--- src/rtl/sram_ctrl_if.sv ---
// Bundle between the MEM stage data port and the board SRAM pins.
// The slave modport is the controller; master is the MEM stage plus SRAM chips.
interface sram_ctrl_if;
  logic        mem_ce_i;
  logic        mem_we_i;
  logic [31:0] maddr_i;
  logic [31:0] mdata_i;
  logic [3:0]  msel_i;
  logic [31:0] rdata_o;
  logic        stall_o;
  logic        ram_sel_o;
  logic [19:0] ram_addr_o;
  logic [31:0] ram_data_i;
  logic [31:0] ram_data_o;
  logic        ram_data_oe;
  logic [3:0]  ram_be_n;
  logic        ram_ce_n;
  logic        ram_oe_n;
  logic        ram_we_n;

  modport slave (
    input  mem_ce_i, mem_we_i, maddr_i, mdata_i, msel_i, ram_data_i,
    output rdata_o, stall_o, ram_sel_o, ram_addr_o, ram_data_o, ram_data_oe,
           ram_be_n, ram_ce_n, ram_oe_n, ram_we_n
  );

  modport master (
    output mem_ce_i, mem_we_i, maddr_i, mdata_i, msel_i, ram_data_i,
    input  rdata_o, stall_o, ram_sel_o, ram_addr_o, ram_data_o, ram_data_oe,
           ram_be_n, ram_ce_n, ram_oe_n, ram_we_n
  );
endinterface

--- src/rtl/sram_ctrl.sv ---
// SRAM controller: runs MEM-stage requests on the base/ext SRAM and stalls until done.
// Optional macro SRAM_WR_RECOVERY_EN adds one idle RECOVER cycle after every write.
//
// state   | meaning
// IDLE    | waiting for a request; stall follows mem_ce_i
// ACCESS  | strobes active for WAIT_CYCLES+1 cycles
// DONE    | access finished, pipeline released for one cycle
// RECOVER | (SRAM_WR_RECOVERY_EN only) bus turnaround after a write
module sram_ctrl #(
  parameter int unsigned WAIT_CYCLES = 1
) (
  input logic        clk,
  input logic        rst,
  sram_ctrl_if.slave bus
);

  localparam int CW = (WAIT_CYCLES < 2) ? 1 : $clog2(WAIT_CYCLES + 1);

`ifdef SRAM_WR_RECOVERY_EN
  typedef enum logic [1:0] {IDLE, ACCESS, DONE, RECOVER} state_t;
`else
  typedef enum logic [1:0] {IDLE, ACCESS, DONE} state_t;
`endif

  state_t        state_q, state_d;
  logic [CW-1:0] cnt_q, cnt_d;
  logic          we_q, we_d;
  logic [3:0]    sel_q, sel_d;
  logic [19:0]   addr_q, addr_d;
  logic          bank_q, bank_d;
  logic [31:0]   data_q, data_d;
  logic [31:0]   rdata_q, rdata_d;
  logic          in_range;
  logic          unused_addr_bits;

  assign in_range         = (bus.maddr_i[31:23] == 9'h100);
  assign unused_addr_bits = ^bus.maddr_i[1:0];

  always_ff @(posedge clk or posedge rst) begin
    if (rst) begin
      state_q <= IDLE;
      cnt_q   <= '0;
      we_q    <= 1'b0;
      sel_q   <= 4'h0;
      addr_q  <= 20'h0;
      bank_q  <= 1'b0;
      data_q  <= 32'h0;
      rdata_q <= 32'h0;
    end else begin
      state_q <= state_d;
      cnt_q   <= cnt_d;
      we_q    <= we_d;
      sel_q   <= sel_d;
      addr_q  <= addr_d;
      bank_q  <= bank_d;
      data_q  <= data_d;
      rdata_q <= rdata_d;
    end
  end

  always_comb begin
    state_d         = state_q;
    cnt_d           = cnt_q;
    we_d            = we_q;
    sel_d           = sel_q;
    addr_d          = addr_q;
    bank_d          = bank_q;
    data_d          = data_q;
    rdata_d         = rdata_q;
    bus.stall_o     = 1'b0;
    bus.ram_ce_n    = 1'b1;
    bus.ram_oe_n    = 1'b1;
    bus.ram_we_n    = 1'b1;
    bus.ram_be_n    = 4'hF;
    bus.ram_data_oe = 1'b0;
    case (state_q)
      IDLE: begin
        bus.stall_o = bus.mem_ce_i;
        if (bus.mem_ce_i) begin
          we_d = bus.mem_we_i;
          if (in_range) begin
            sel_d   = bus.msel_i;
            addr_d  = bus.maddr_i[21:2];
            bank_d  = bus.maddr_i[22];
            data_d  = bus.mdata_i;
            cnt_d   = CW'(WAIT_CYCLES);
            state_d = ACCESS;
          end else begin
            if (!bus.mem_we_i) rdata_d = 32'h0;
            state_d = DONE;
          end
        end
      end
      ACCESS: begin
        bus.stall_o  = 1'b1;
        bus.ram_ce_n = 1'b0;
        bus.ram_be_n = ~sel_q;
        if (we_q) begin
          bus.ram_data_oe = 1'b1;
          // release we_n one cycle early so data is held past the rising strobe
          bus.ram_we_n    = (cnt_q == '0);
        end else begin
          bus.ram_oe_n = 1'b0;
        end
        if (cnt_q == '0) begin
          if (!we_q) rdata_d = bus.ram_data_i;
          state_d = DONE;
        end else begin
          cnt_d = cnt_q - CW'(1);
        end
      end
      DONE: begin
`ifdef SRAM_WR_RECOVERY_EN
        state_d = we_q ? RECOVER : IDLE;
`else
        state_d = IDLE;
`endif
      end
`ifdef SRAM_WR_RECOVERY_EN
      RECOVER: begin
        bus.stall_o = bus.mem_ce_i;
        state_d     = IDLE;
      end
`endif
      default: state_d = IDLE;
    endcase
  end

  assign bus.rdata_o    = rdata_q;
  assign bus.ram_sel_o  = bank_q;
  assign bus.ram_addr_o = addr_q;
  assign bus.ram_data_o = data_q;

endmodule

--- src/flat_wrapper.sv ---
// flat-port wrapper written by rule: the top's interface ports become plain ports
module sram_ctrl_flat 
#(
  parameter int unsigned WAIT_CYCLES = 1
)
  (clk, rst, bus_mem_ce_i, bus_mem_we_i, bus_maddr_i, bus_mdata_i, bus_msel_i, bus_ram_data_i, bus_rdata_o, bus_stall_o, bus_ram_sel_o, bus_ram_addr_o, bus_ram_data_o, bus_ram_data_oe, bus_ram_be_n, bus_ram_ce_n, bus_ram_oe_n, bus_ram_we_n);
  sram_ctrl_if bus_i ();
  input logic clk;
  input logic rst;
  input wire logic [$bits(bus_i.mem_ce_i)-1:0] bus_mem_ce_i;
  input wire logic [$bits(bus_i.mem_we_i)-1:0] bus_mem_we_i;
  input wire logic [$bits(bus_i.maddr_i)-1:0] bus_maddr_i;
  input wire logic [$bits(bus_i.mdata_i)-1:0] bus_mdata_i;
  input wire logic [$bits(bus_i.msel_i)-1:0] bus_msel_i;
  input wire logic [$bits(bus_i.ram_data_i)-1:0] bus_ram_data_i;
  output wire logic [$bits(bus_i.rdata_o)-1:0] bus_rdata_o;
  output wire logic [$bits(bus_i.stall_o)-1:0] bus_stall_o;
  output wire logic [$bits(bus_i.ram_sel_o)-1:0] bus_ram_sel_o;
  output wire logic [$bits(bus_i.ram_addr_o)-1:0] bus_ram_addr_o;
  output wire logic [$bits(bus_i.ram_data_o)-1:0] bus_ram_data_o;
  output wire logic [$bits(bus_i.ram_data_oe)-1:0] bus_ram_data_oe;
  output wire logic [$bits(bus_i.ram_be_n)-1:0] bus_ram_be_n;
  output wire logic [$bits(bus_i.ram_ce_n)-1:0] bus_ram_ce_n;
  output wire logic [$bits(bus_i.ram_oe_n)-1:0] bus_ram_oe_n;
  output wire logic [$bits(bus_i.ram_we_n)-1:0] bus_ram_we_n;
  assign bus_i.mem_ce_i = bus_mem_ce_i;
  assign bus_i.mem_we_i = bus_mem_we_i;
  assign bus_i.maddr_i = bus_maddr_i;
  assign bus_i.mdata_i = bus_mdata_i;
  assign bus_i.msel_i = bus_msel_i;
  assign bus_i.ram_data_i = bus_ram_data_i;
  assign bus_rdata_o = bus_i.rdata_o;
  assign bus_stall_o = bus_i.stall_o;
  assign bus_ram_sel_o = bus_i.ram_sel_o;
  assign bus_ram_addr_o = bus_i.ram_addr_o;
  assign bus_ram_data_o = bus_i.ram_data_o;
  assign bus_ram_data_oe = bus_i.ram_data_oe;
  assign bus_ram_be_n = bus_i.ram_be_n;
  assign bus_ram_ce_n = bus_i.ram_ce_n;
  assign bus_ram_oe_n = bus_i.ram_oe_n;
  assign bus_ram_we_n = bus_i.ram_we_n;
  sram_ctrl #(.WAIT_CYCLES(WAIT_CYCLES)) u_core (.clk(clk), .rst(rst), .bus(bus_i));
endmodule
--- config.mk ---
export PLATFORM = sky130hd
export DESIGN_NAME = sram_ctrl_flat
export DESIGN_NICKNAME = d
export VERILOG_FILES = /design/src/rtl/sram_ctrl_if.sv /design/src/rtl/sram_ctrl.sv /design/src/flat_wrapper.sv
export SDC_FILE = /design/constraint.sdc
export NUM_CORES = 1
export LEC_CHECK = 0
export ABC_AREA = 1
export CAP_MARGIN = 25
export CORE_MARGIN = 3
export CORE_UTILIZATION = 30
export CTS_BUF_LIST = sky130_fd_sc_hd__clkbuf_4 sky130_fd_sc_hd__clkbuf_8
export DETAILED_ROUTE_END_ITERATION = 10
export GPL_ROUTABILITY_DRIVEN = 0
export PLACE_DENSITY_LB_ADDON = 0.12
export SLEW_MARGIN = 10
export SYNTH_ARGS = -nofsm -noshare
export SYNTH_HDL_FRONTEND = slang
export SYNTH_SLANG_ARGS = --single-unit
--- constraint.sdc ---
create_clock -name clk -period 3.9 [get_ports clk]
set_input_delay 0.78 -clock clk [delete_from_list [all_inputs] [get_ports clk]]
set_output_delay 0.78 -clock clk [all_outputs]
set_load 0.05 [all_outputs]
==> results.md <==
- Most frequent cells in the layout: clkdlybuf4s50_1, nand2_1, dfrtp_1, nand3_1, nor2_1
- GR Overflow Total: 0
- Worst slew pin tran: 0.699 ns
- Delay of the slowest critical-path stage: 0.86 ns
- CTS Hold Bufs: 0
- Synth Register Bits: 93
- Max-cap check violation count: 0
- Initial antenna violation count: 0
- Die area: 15,200 µm²
- Most common cell after layout, fill and taps aside: clkdlybuf4s50_1
- Final setup fails: 0
- Core Area: 13,300 µm²
- Worst-Skew Late Latency: 0.37 ns
- P_leak: 3.26 nW
- ANT nets after route: 0
- Post-Synthesis Cells: 494
- Worst setup margin: 0.768 ns
- Syn Area/Cell: 8.38 µm²
- Peak supply drop: 0.000155 V
- FP Rows: 42
- Slowest cell on crit path: clkdlybuf4s50_1
- TNS Setup: 0 ns
- Critical Path AT: 2.35 ns
- Nets@finish: 779
- TritonRoute pass-1 iters: 4
- RSZ-0062 raised after global routing: no
- Detailed Route WL: 11,800 µm
- IO Pins: 198
- Req. time, crit path: 3.12 ns
- IO buf count: 195
- Dpl cells: 840
- Crit. End Element: output port
- Synth unique cells: 22
- Synth warn: 0
- FILL cells: 1,347
- Initial Util: 0.310
- Sink Count: 93
- Dpl ws: 0.772 ns
- Die W: 123 µm
- Min-Delay Path Class: reg2reg
- Post-cts sizing count: 0
- Final core utilization: 0.479
- Largest net degree at the start of global routing: 60
- Total CTS buffers: 9
- Post-CTS Setup Inserts: 0
- TritonCTS clock tree: done
- 1st-iter DRT viols: 201
- PD cells: 314 nW/µm²
- Final worst-path cycle share: 0.803
- Synthesis-to-finish area growth: 54.5%
- Layout cells sized above 1: 0.0662
- Final Non-Filler Cells: 856
- Clock root cell: clkbuf_8
- Final setup skew: 0.00512 ns
- Die height: 123 µm
- H-tree Lvls: 3
- Via count: 3,749
- Flop-to-flop setup slack: 1.82 ns
- Vias in the first global route: 3,685
- Seq/Total Area, Yosys: 0.562
- Crit path cell chain: clkdlybuf4s50_1 -> inv_2 -> a21oi_2 -> clkdlybuf4s50_1
- Tot Pwr: 2.01 mW
- Vias per cell: 4.38
- Worst Path Max Fanout: 3
- Routed len/inst: 13.8 µm
- Mapped Nets: 598
- Hold Violations, Final: 0
- Critical Setup Path Class: in2out
- First-pass GRT wire length: 18,800 µm
- Max frequency: 319 MHz
- Critical Path Source Type: primary input
- Worst path most repeated cell: clkdlybuf4s50_1
- Clock period minus worst slack: 3.13 ns
- Bufs on Longest Clock Path: 2
- Post-synthesis cell area: 4140 µm²
- Drt drc: 0
- DP Wirelength: 7970 µm
- Antenna cells: 0
- Final Max Tran Viols: 0
- GRT Overall Usage: 0.158
- Clock transition at the registers of the reported paths: 0.08 ns
- Max-slew headroom: 0.532
- Status: finished, final reports clean
## routing by layer
layer  wire length, µm  up-vias  GRT usage
met5                 0        -          0
met4               209        0     0.0651
met3              1260       13     0.0672
met2              5170      135      0.236
met1              5200     1723      0.202
li1                  -     1878          -
## final cells by class
| class | count | area, µm² | share of cell area |
|---|---|---|---|
| Multi-Input combinational cell | 332 | 1470 | 0.229 |
| Sequential cell | 93 | 2330 | 0.364 |
| Timing Repair Buffer | 200 | 2000 | 0.313 |
| Clock buffer | 12 | 159 | 0.0248 |
| Inverter | 39 | 151 | 0.0237 |
| Tap cell | 176 | 220 | 0.0344 |
| Clock inverter | 4 | 70.1 | 0.0110 |
## cell usage after synthesis
cell	number	area, µm²
nand2_1	182	683
dfrtp_1	93	2330
nand3_1	90	450
inv_1	36	135
nor2_1	36	135
buf_2	13	65.1
nand2_2	13	81.3
buf_4	9	67.6
buf_6	3	33.8
clkbuf_1	3	11.3
inv_2	2	7.51
nor2_4	2	22.5
nor2_8	2	40.0
o21ai_0	2	10.0
a21oi_1	1	5.00
a21oi_2	1	8.76
buf_1	1	3.75
buf_12	1	20.0
inv_4	1	6.26
nand2_4	1	11.3
nor2_2	1	6.26
o21bai_1	1	7.51
## worst paths after layout
check,cells after the start,endpoint,start
max reg2reg,8,u_core.bus.rdata_o[1],u_core.state_q[0]
max in group asynchronous,3,u_core.bus.rdata_o[7],rst
max,4,bus_stall_o,bus_mem_ce_i
min in group asynchronous,2,u_core.bus.rdata_o[4],rst
min reg2reg,2,u_core.bus.ram_addr_o[16],u_core.bus.ram_addr_o[16]
min,2,u_core.bus.ram_addr_o[16],u_core.bus.ram_addr_o[16]
## registers in the layout, indices dropped and copies added, names as in the netlist
name	count
u_core.bus.rdata_o	32
u_core.bus.ram_addr_o	20
u_core.state_q	2
u_core.bus.ram_data_o	32
u_core.cnt_q	1
u_core.we_q	1
u_core.sel_q	4
u_core.bus.ram_sel_o	1
## kinds of logic (layout without fill, tap and decap cells)
family,after synthesis,in the layout,share of synthesized area
buffers and inverters,69,255,0.0846
AOI/OAI and AO/OA,5,5,0.00756
and+or+nand+nor,327,327,0.346
DFF,93,93,0.562
## where the power goes
group	internal, mW	switching, mW	total, mW
Clock	0.401	0.336	0.737
Sequential	0.979	0.00902	0.988
Combinational	0.127	0.157	0.284
Total	1.51	0.502	2.01
## worst max-delay path: cells and delay by family
family	cells	cell delay (ns)
buffers and inverters	3	1.38
AO/OA/AOI/OAI	1	0.18
## through the flow
step | hold slack, ns | area [µm²]
2_1_floorplan | 0.442 | 4140
3_3_place_gp | 0.453 | 6150
3_5_place_dp | 0.458 | 6170
4_1_cts | 0.479 | 6400
5_1_grt | 0.496 | 6400
6_report | 0.473 | 6400
(Power assumes the default switching activity.)
